### src/rtl/pano_button.sv
// ---------------------------------------------------------------------------
// pano_button
//   Samples the active-low Pano push button, synchronises and debounces it,
//   then classifies each press as SHORT or LONG. Classified events are handed
//   to control logic through a single-entry event register.
//
// Ports
//   SYSCLK        in   1  system clock, all logic on the rising edge
//   RESET_N       in   1  synchronous active-low reset
//   BUTTON_N      in   1  raw button pin, asynchronous, 0 = pressed
//   PRESSED       out  1  debounced button level, 1 = pressed
//   EVT_VALID     out  1  an event is pending in the holding register
//   EVT_CODE      out  2  2'b01 SHORT, 2'b10 LONG (meaningful with EVT_VALID)
//   EVT_READY     in   1  consumer accepts the pending event
//   EVT_OVERFLOW  out  1  one-cycle pulse: an event was dropped (register full)
//   fsm_state     out  2  current classifier state (0 idle, 1 held, 2 long held)
//
// Event handshake: an event transfers on every rising edge where EVT_VALID and
// EVT_READY are both 1. While EVT_VALID is 1 and EVT_READY is 0, EVT_VALID and
// EVT_CODE hold steady. EVT_VALID never depends combinationally on EVT_READY.
// ---------------------------------------------------------------------------
module pano_button #(
  parameter int DEBOUNCE_CYCLES = 250000,
  parameter int LONG_CYCLES     = 25000000,
  parameter int CNT_W           = 26
) (
  input  logic       SYSCLK,
  input  logic       RESET_N,
  input  logic       BUTTON_N,
  output logic       PRESSED,
  output logic       EVT_VALID,
  output logic [1:0] EVT_CODE,
  input  logic       EVT_READY,
  output logic       EVT_OVERFLOW,
  output logic [1:0] fsm_state
);

  typedef enum logic [1:0] {
    ST_IDLE      = 2'd0,
    ST_HELD      = 2'd1,
    ST_LONG_HELD = 2'd2
  } state_t;

  localparam logic [CNT_W-1:0] DBC_LAST  = CNT_W'(DEBOUNCE_CYCLES - 1);
  localparam logic [CNT_W-1:0] LONG_LAST = CNT_W'(LONG_CYCLES - 1);
  localparam logic [1:0]       CODE_SHORT = 2'b01;
  localparam logic [1:0]       CODE_LONG  = 2'b10;

  // -------------------------------------------------------------------------
  // Two-flop synchroniser. Reset value 1 means "released", so a button held
  // through reset shows up as a fresh press once it has been debounced.
  // -------------------------------------------------------------------------
  logic sync1;
  logic sync2;

  always_ff @(posedge SYSCLK) begin
    if (!RESET_N) begin
      sync1 <= 1'b1;
      sync2 <= 1'b1;
    end else begin
      sync1 <= BUTTON_N;
      sync2 <= sync1;
    end
  end

  logic btn;
  assign btn = ~sync2;

  // -------------------------------------------------------------------------
  // Debounce: the synchronised level must differ from PRESSED for
  // DEBOUNCE_CYCLES consecutive edges before PRESSED follows it. Any edge on
  // which the levels agree restarts the count, so short bounces are ignored.
  // -------------------------------------------------------------------------
  logic [CNT_W-1:0] dbc;
  logic             level_diff;
  logic             toggle;
  logic             rise;
  logic             fall;

  assign level_diff = btn ^ PRESSED;
  assign toggle     = level_diff && (dbc == DBC_LAST);
  // rise/fall mark the edge on which PRESSED changes value.
  assign rise       = toggle && !PRESSED;
  assign fall       = toggle && PRESSED;

  always_ff @(posedge SYSCLK) begin
    if (!RESET_N) begin
      dbc     <= '0;
      PRESSED <= 1'b0;
    end else if (!level_diff) begin
      dbc <= '0;
    end else if (toggle) begin
      dbc     <= '0;
      PRESSED <= ~PRESSED;
    end else begin
      dbc <= dbc + 1'b1;
    end
  end

  // -------------------------------------------------------------------------
  // Press classifier
  // -------------------------------------------------------------------------
  state_t           state;
  state_t           state_next;
  logic [CNT_W-1:0] hold_cnt;
  logic [CNT_W-1:0] hold_next;
  logic             emit;
  logic [1:0]       emit_code;

  always_ff @(posedge SYSCLK) begin
    if (!RESET_N) begin
      state    <= ST_IDLE;
      hold_cnt <= '0;
    end else begin
      state    <= state_next;
      hold_cnt <= hold_next;
    end
  end

  always_comb begin
    state_next = state;
    hold_next  = hold_cnt;
    emit       = 1'b0;
    emit_code  = 2'b00;
    case (state)
      ST_IDLE: begin
        if (rise) begin
          state_next = ST_HELD;
          hold_next  = '0;
        end
      end
      ST_HELD: begin
        if (hold_cnt == LONG_LAST) begin
          // LONG wins if the release lands on the very same edge; in that case
          // go straight back to idle so the classifier does not wait for a
          // fall that has already happened. hold_cnt saturates here.
          emit       = 1'b1;
          emit_code  = CODE_LONG;
          state_next = fall ? ST_IDLE : ST_LONG_HELD;
        end else if (fall) begin
          emit       = 1'b1;
          emit_code  = CODE_SHORT;
          state_next = ST_IDLE;
        end else begin
          hold_next = hold_cnt + 1'b1;
        end
      end
      ST_LONG_HELD: begin
        // The LONG event was already reported when the threshold was crossed.
        if (fall) begin
          state_next = ST_IDLE;
        end
      end
      default: begin
        state_next = ST_IDLE;
      end
    endcase
  end

  assign fsm_state = state;

  // -------------------------------------------------------------------------
  // Single-entry event register. A new event is loaded whenever the register
  // is empty or is being drained on the same edge; otherwise the new event is
  // dropped and the overflow pulse is raised for one cycle.
  // -------------------------------------------------------------------------
  logic reg_full;
  assign reg_full = EVT_VALID && !EVT_READY;

  always_ff @(posedge SYSCLK) begin
    if (!RESET_N) begin
      EVT_VALID    <= 1'b0;
      EVT_CODE     <= 2'b00;
      EVT_OVERFLOW <= 1'b0;
    end else begin
      EVT_OVERFLOW <= emit && reg_full;
      if (emit) begin
        if (!reg_full) begin
          EVT_VALID <= 1'b1;
          EVT_CODE  <= emit_code;
        end
      end else if (EVT_VALID && EVT_READY) begin
        EVT_VALID <= 1'b0;
      end
    end
  end

endmodule

### config.mk
export PLATFORM = sky130hd
export DESIGN_NAME = pano_button
export DESIGN_NICKNAME = d
export VERILOG_FILES = /design/src/rtl/pano_button.sv
export SDC_FILE = /design/constraint.sdc
export NUM_CORES = 1
export LEC_CHECK = 0
export BUFFER_PORTS_ARGS = -buffer_cell sky130_fd_sc_hd__buf_2
export CORE_MARGIN = 5
export CORE_UTILIZATION = 40
export DETAILED_ROUTE_END_ITERATION = 10
export PLACE_DENSITY = 0.66
export SLEW_MARGIN = 20
export SYNTH_ARGS = -nofsm -noshare
export SYNTH_HDL_FRONTEND = slang
export SYNTH_SLANG_ARGS = --single-unit
### constraint.sdc
create_clock -name SYSCLK -period 6.24 [get_ports SYSCLK]
set_input_delay 0.624 -clock SYSCLK [delete_from_list [all_inputs] [get_ports SYSCLK]]
set_output_delay 0.624 -clock SYSCLK [all_outputs]
set_load 0.005 [all_outputs]
### After elaboration in Yosys (flattened, before gate mapping)

Index checks and enable logic that the tools add are counted.

* $add $sub $neg: 2
* $mul: 0
* div/mod/pow operators: 0
* $lt $le $gt $ge: 0
* equality and inequality tests: 8
* shift operators: 0
* mux-type cells: 18
* bitwise logic cells: 6
* reduce and logical (&&, ||, !) cells: 16

Operators by type and width (number)
* two-way mux 26 bit: 3
* adder 26 x 1 -> 26 bit (second input constant): 2
* case mux 26 bit (2 select lines): 1
* equality test 26 x 18 -> 1 bit (second input constant): 1
* equality test 26 x 25 -> 1 bit (second input constant): 1
* two-way mux 2 bit: 6
* inequality test 2 bit (second input constant): 4
* two-way mux 1 bit: 7
* logical AND 1 bit: 6
* case mux 2 bit (3 select lines): 1
* AND reduction 2 bit: 3
* NOT 1 bit: 5
* AND reduction 4 bit: 1
* nonzero test 2 bit: 2
* OR reduction 3 bit: 1
* equality test 2 x 1 -> 1 bit (second input constant): 1
* equality test 2 bit (second input constant): 1
* logical NOT 1 bit: 2
* logical NOT 2 bit: 1
* bitwise XOR 1 bit: 1

* bits in registers: 61
* bits in latches: 0
* bits in writable memories: 0
* ROM bits: 0
* bits of input ports: 4
* output and inout port bits: 7
* memories kept: 0

### Logic depth before layout (Yosys ltp)

* depth after elaboration: 9
* mapped depth: 10
* mapped depth without buffers: 7

### Worst setup path after synthesis

OpenSTA, ideal clock, no wires.

* path type: reg2reg
* start: reg hold_cnt[0]
* end: reg hold_cnt[9]
* data arrival time: 1994 ps
* data required time: 6125 ps
* slack: 4131 ps
* cell stages (with the launch flop): 10
* path buffers: 2
* clock period less this slack: 2109 ps
* path through: dfxtp_1 ha_1 nand2_1 or2_0 clkbuf_2 o32a_2 a21oi_4 buf_2 nor4_1 o21a_1

* longest elaborated chain between the ends: 4

Ends and longest elaborated chain
* start, declared: RTL line 105 `logic [CNT_W-1:0] hold_cnt;`
* start signal, assigned: RTL line 116 `hold_cnt <= hold_next;`
* adder 26 x 1 -> 26 bit: RTL line 145 `hold_next = hold_cnt + 1'b1;`
* two-way mux 26 bit: RTL line 140 `end else if (fall) begin`
* two-way mux 26 bit: RTL line 133 `if (hold_cnt == LONG_LAST) begin`
* case mux 26 bit (2 select lines): RTL line 125 `case (state)`

Several ways; a longest one is shown, not always the timed one. The select of a mux whose other input is x is not followed.
A chain may end at the register's enable or synchronous reset.

### Worst setup path in the final report

Same ends and word-level chain as after synthesis.

==> summary.json <==
{
  "run_status": {
    "outcome": "complete, no violations"
  },
  "routing": {
    "detail_route.vias_per_cell": 5.333,
    "drt_drc_violations_left": 0,
    "drtIter0Drc": 73,
    "detailedRoute.firstPassIterationCount": 5,
    "route.layer.met1.wl_mm": 2.640,
    "routed-wl-met3_um": 231,
    "highest-signal-layer": "met4",
    "route.met2.wl_mm": 2.636,
    "drt_wl_total_mm": 5.547,
    "postRouteAntennaNets": 0,
    "via_count": 2405,
    "wl_per_cell_um": 12.30
  },
  "hold_path": {
    "hold_path_depth": 1,
    "hold_class": "reg -> reg",
    "hold_start": "sync1",
    "holdPathEnd": "sync2"
  },
  "timing": {
    "timing.final.setup_violations": 0,
    "post-route-min-period_ns": 2.523,
    "timing.final.crit_share": 0.4043,
    "grt_setup_unrepaired": "false",
    "maxSlewHeadroom": 0.3615,
    "worst_clock_skew_ns": 0.008715,
    "setup-tns-final_ns": 0,
    "final_max_slew_viol_count": 0,
    "timing.fmax_ghz": 0.3964,
    "timing.final.hold_violations": 0,
    "max_slew.worst_pin.slew_ns": 0.9551
  },
  "global_route": {
    "grt_max_degree": 35,
    "overflow": 0,
    "track_usage": 0.1351,
    "first_global_vias": 2117,
    "antenna_violations_before_repair": 0,
    "grt_first_pass_wirelength_mm": 9.735
  },
  "yosys": {
    "synth_largest_type_area_fraction": 0.4216,
    "synth-seq-cells": 61,
    "synth.top_cells.by_count": "sky130_fd_sc_hd__dfxtp_1, sky130_fd_sc_hd__nor2_1, sky130_fd_sc_hd__a21oi_1",
    "synthDominantAreaCellType": "sky130_fd_sc_hd__dfxtp_1",
    "netlist-cell-type-count": 45,
    "synth_area_um2": 2897,
    "synth_flop_cell": "sky130_fd_sc_hd__dfxtp_1",
    "most_frequent_cell_after_synthesis": "sky130_fd_sc_hd__dfxtp_1",
    "top_cells_by_area_synth": "sky130_fd_sc_hd__dfxtp_1, sky130_fd_sc_hd__xor2_1, sky130_fd_sc_hd__nor2_1",
    "post_synth_inst_count": 336,
    "postSynthAreaPerCell_um2": 8.621,
    "synth-warning-count": 0,
    "asyncSetResetFlopFracSynth": 0,
    "synth.yosys.seq_area_share": 0.4216,
    "postSynthNetCount": 342,
    "edff_count_synth": 0
  },
  "finish": {
    "synthToLayoutAreaGrowth_pct": 11.71,
    "final.fill_count": 728,
    "drive_gt1_frac": 0.1136,
    "antenna_cells_inserted": 0,
    "net_count_of_the_finished_layout": 353
  },
  "critical_path": {
    "timing.critical_path.arrival_ns": 2.75,
    "worst_r2r_endpoint": "hold_cnt[9]",
    "timing.critical_path.from_type": "flip-flop",
    "critical_path_peak_fanout": 34,
    "critPathKind": "reg -> reg",
    "worstPathRequired_ns": 6.47,
    "timing.critical_path.to_type": "flip-flop",
    "worstReg2RegStart": "hold_cnt[0]",
    "r2r_setup_slack_ns": 3.72,
    "worst_r2r_path_depth": 7
  },
  "power_and_ir_drop": {
    "power.ir.vdd_worst_mv": 0.1506,
    "totalPowerFinal_mw": 0.7925,
    "static-leakage-power_nw": 1.057,
    "power_density_over_the_cells_nw_per_um2": 244.9
  },
  "cts": {
    "cts_post_setup_buffers_inserted": 0,
    "numCtsBuffers": 9,
    "cts_htree_levels": 3,
    "cts.sinks": 61,
    "clk_path_buf_depth": 2,
    "clk_latency_ns": 0.33,
    "cts.clk_slew.worst_paths_ns": 0.07,
    "tritoncts": "built",
    "hold_buffers": 0,
    "cts-resized-gates": 0,
    "clockRootBuffer": "sky130_fd_sc_hd__clkbuf_8"
  },
  "flow_run": {
    "max-cap-violations": 0
  },
  "floorplanning": {
    "die_height_um": 95.10,
    "floorplan.die.width_um": 95.10,
    "boundaryPins": 11,
    "die_area_um2": 9043,
    "initial_utilization": 0.4059,
    "core_area_um2": 7137,
    "row_count": 31
  },
  "placed_design": {
    "placement.io_buffers": 10,
    "detailed_place_hpwl_mm": 3.880,
    "gp_congestion": 0.7665
  }
}
==> state kept, by name, indices dropped and copies added, names as in the netlist <==
register	cells
EVT_CODE	2
EVT_OVERFLOW	1
EVT_VALID	1
PRESSED	1
dbc	26
fsm_state	2
hold_cnt	26
sync1	1
sync2	1
==> routing by layer <==
metal / GRT usage / vias up
met5: 0 / -
met4: 0.03005 / 0
met3: 0.05288 / 6
met2: 0.2117 / 41
met1: 0.1757 / 1100
li1: - / 1258
==> layout by cell type, fill, tap and decap left out, types with 3 or more instances in the layout <==
cell type	count
sky130_fd_sc_hd__a21oi_1	26
sky130_fd_sc_hd__and3_1	9
sky130_fd_sc_hd__and4_1	6
sky130_fd_sc_hd__buf_2	10
sky130_fd_sc_hd__clkbuf_8	11
sky130_fd_sc_hd__dfxtp_1	61
sky130_fd_sc_hd__inv_1	7
sky130_fd_sc_hd__nand2_1	24
sky130_fd_sc_hd__nand2b_1	5
sky130_fd_sc_hd__nand3_1	25
sky130_fd_sc_hd__nand4_1	12
sky130_fd_sc_hd__nor2_1	36
sky130_fd_sc_hd__nor3_1	6
sky130_fd_sc_hd__nor4_1	3
sky130_fd_sc_hd__o211ai_1	6
sky130_fd_sc_hd__o21ai_0	15
sky130_fd_sc_hd__o31ai_1	5
sky130_fd_sc_hd__or3_1	14
sky130_fd_sc_hd__or4_1	13
sky130_fd_sc_hd__xnor2_1	7
sky130_fd_sc_hd__xor2_1	16
==> report_power, final <==
part	total, mW	leakage (nW)	internal [mW]	switching (mW)
Clock	0.393	0.116	0.246	0.148
Sequential	0.391	0.492	0.390	0.000535
Combinational	0.00881	0.449	0.00227	0.00655
Total	0.793	1.06	0.638	0.155
==> area by class of cell <==
class                           instances  area, um^2  share of cell area
Sequential cell                        61        1221              0.3774
Clock inverter                          4       70.07             0.02166
Multi-Input combinational cell        256        1574              0.4865
Clock buffer                           12       155.1             0.04795
Timing Repair Buffer                   12       65.06             0.02011
Inverter                                7       26.28            0.008121
Tap cell                               99       123.9             0.03828
==> how the worst max path moves through the flow <==
| stage | startpoint | cells past startpoint | slack (ns) | end |
|---|---|---|---|---|
| floorplan | hold_cnt[0] | 9 | 4.13 | hold_cnt[9] |
| global placement | hold_cnt[0] | 7 | 3.81 | hold_cnt[9] |
| detailed placement | hold_cnt[0] | 7 | 3.71 | hold_cnt[9] |
| CTS | hold_cnt[0] | 7 | 3.68 | hold_cnt[9] |
| global route | hold_cnt[0] | 7 | 3.48 | hold_cnt[3] |
| finish | hold_cnt[0] | 7 | 3.72 | hold_cnt[9] |
==> per-stage QoR <==
step	worst slack [ns]	std cells	util	cell area, um^2	hold slack, ns
3_5_place_dp	3.713	435	0.4218	3010	0.4101
3_3_place_gp	3.809	435	0.4218	3010	0.4054
2_1_floorplan	4.131	336	-	2897	0.3863
5_1_grt	3.480	451	0.4534	3236	0.4605
4_1_cts	3.685	451	0.4534	3236	0.4256
6_report	3.717	451	0.4534	3236	0.4214
==> kinds of logic (layout without fill, tap and decap cells) <==
| group | after synthesis | after routing | share of synthesized area |
|---|---|---|---|
| simple gates | 170 | 170 | 0.3361 |
| xor+xnor | 23 | 23 | 0.06955 |
| buf+inv | 19 | 35 | 0.03499 |
| flops | 61 | 61 | 0.4216 |
| compound gates | 61 | 61 | 0.1292 |
| fa+ha+maj | 2 | 2 | 0.008638 |
==> worst max-delay path: stages, from the launching register on <==
cell                      delay, ns
sky130_fd_sc_hd__dfxtp_1       0.40
sky130_fd_sc_hd__ha_1          0.21
sky130_fd_sc_hd__nand2_1       0.07
sky130_fd_sc_hd__or2_0         0.34
sky130_fd_sc_hd__o32a_2        0.49
sky130_fd_sc_hd__a21oi_4       0.57
sky130_fd_sc_hd__nor4_1        0.13
sky130_fd_sc_hd__o21a_1        0.19
Power figures use the tool's default switching activity.
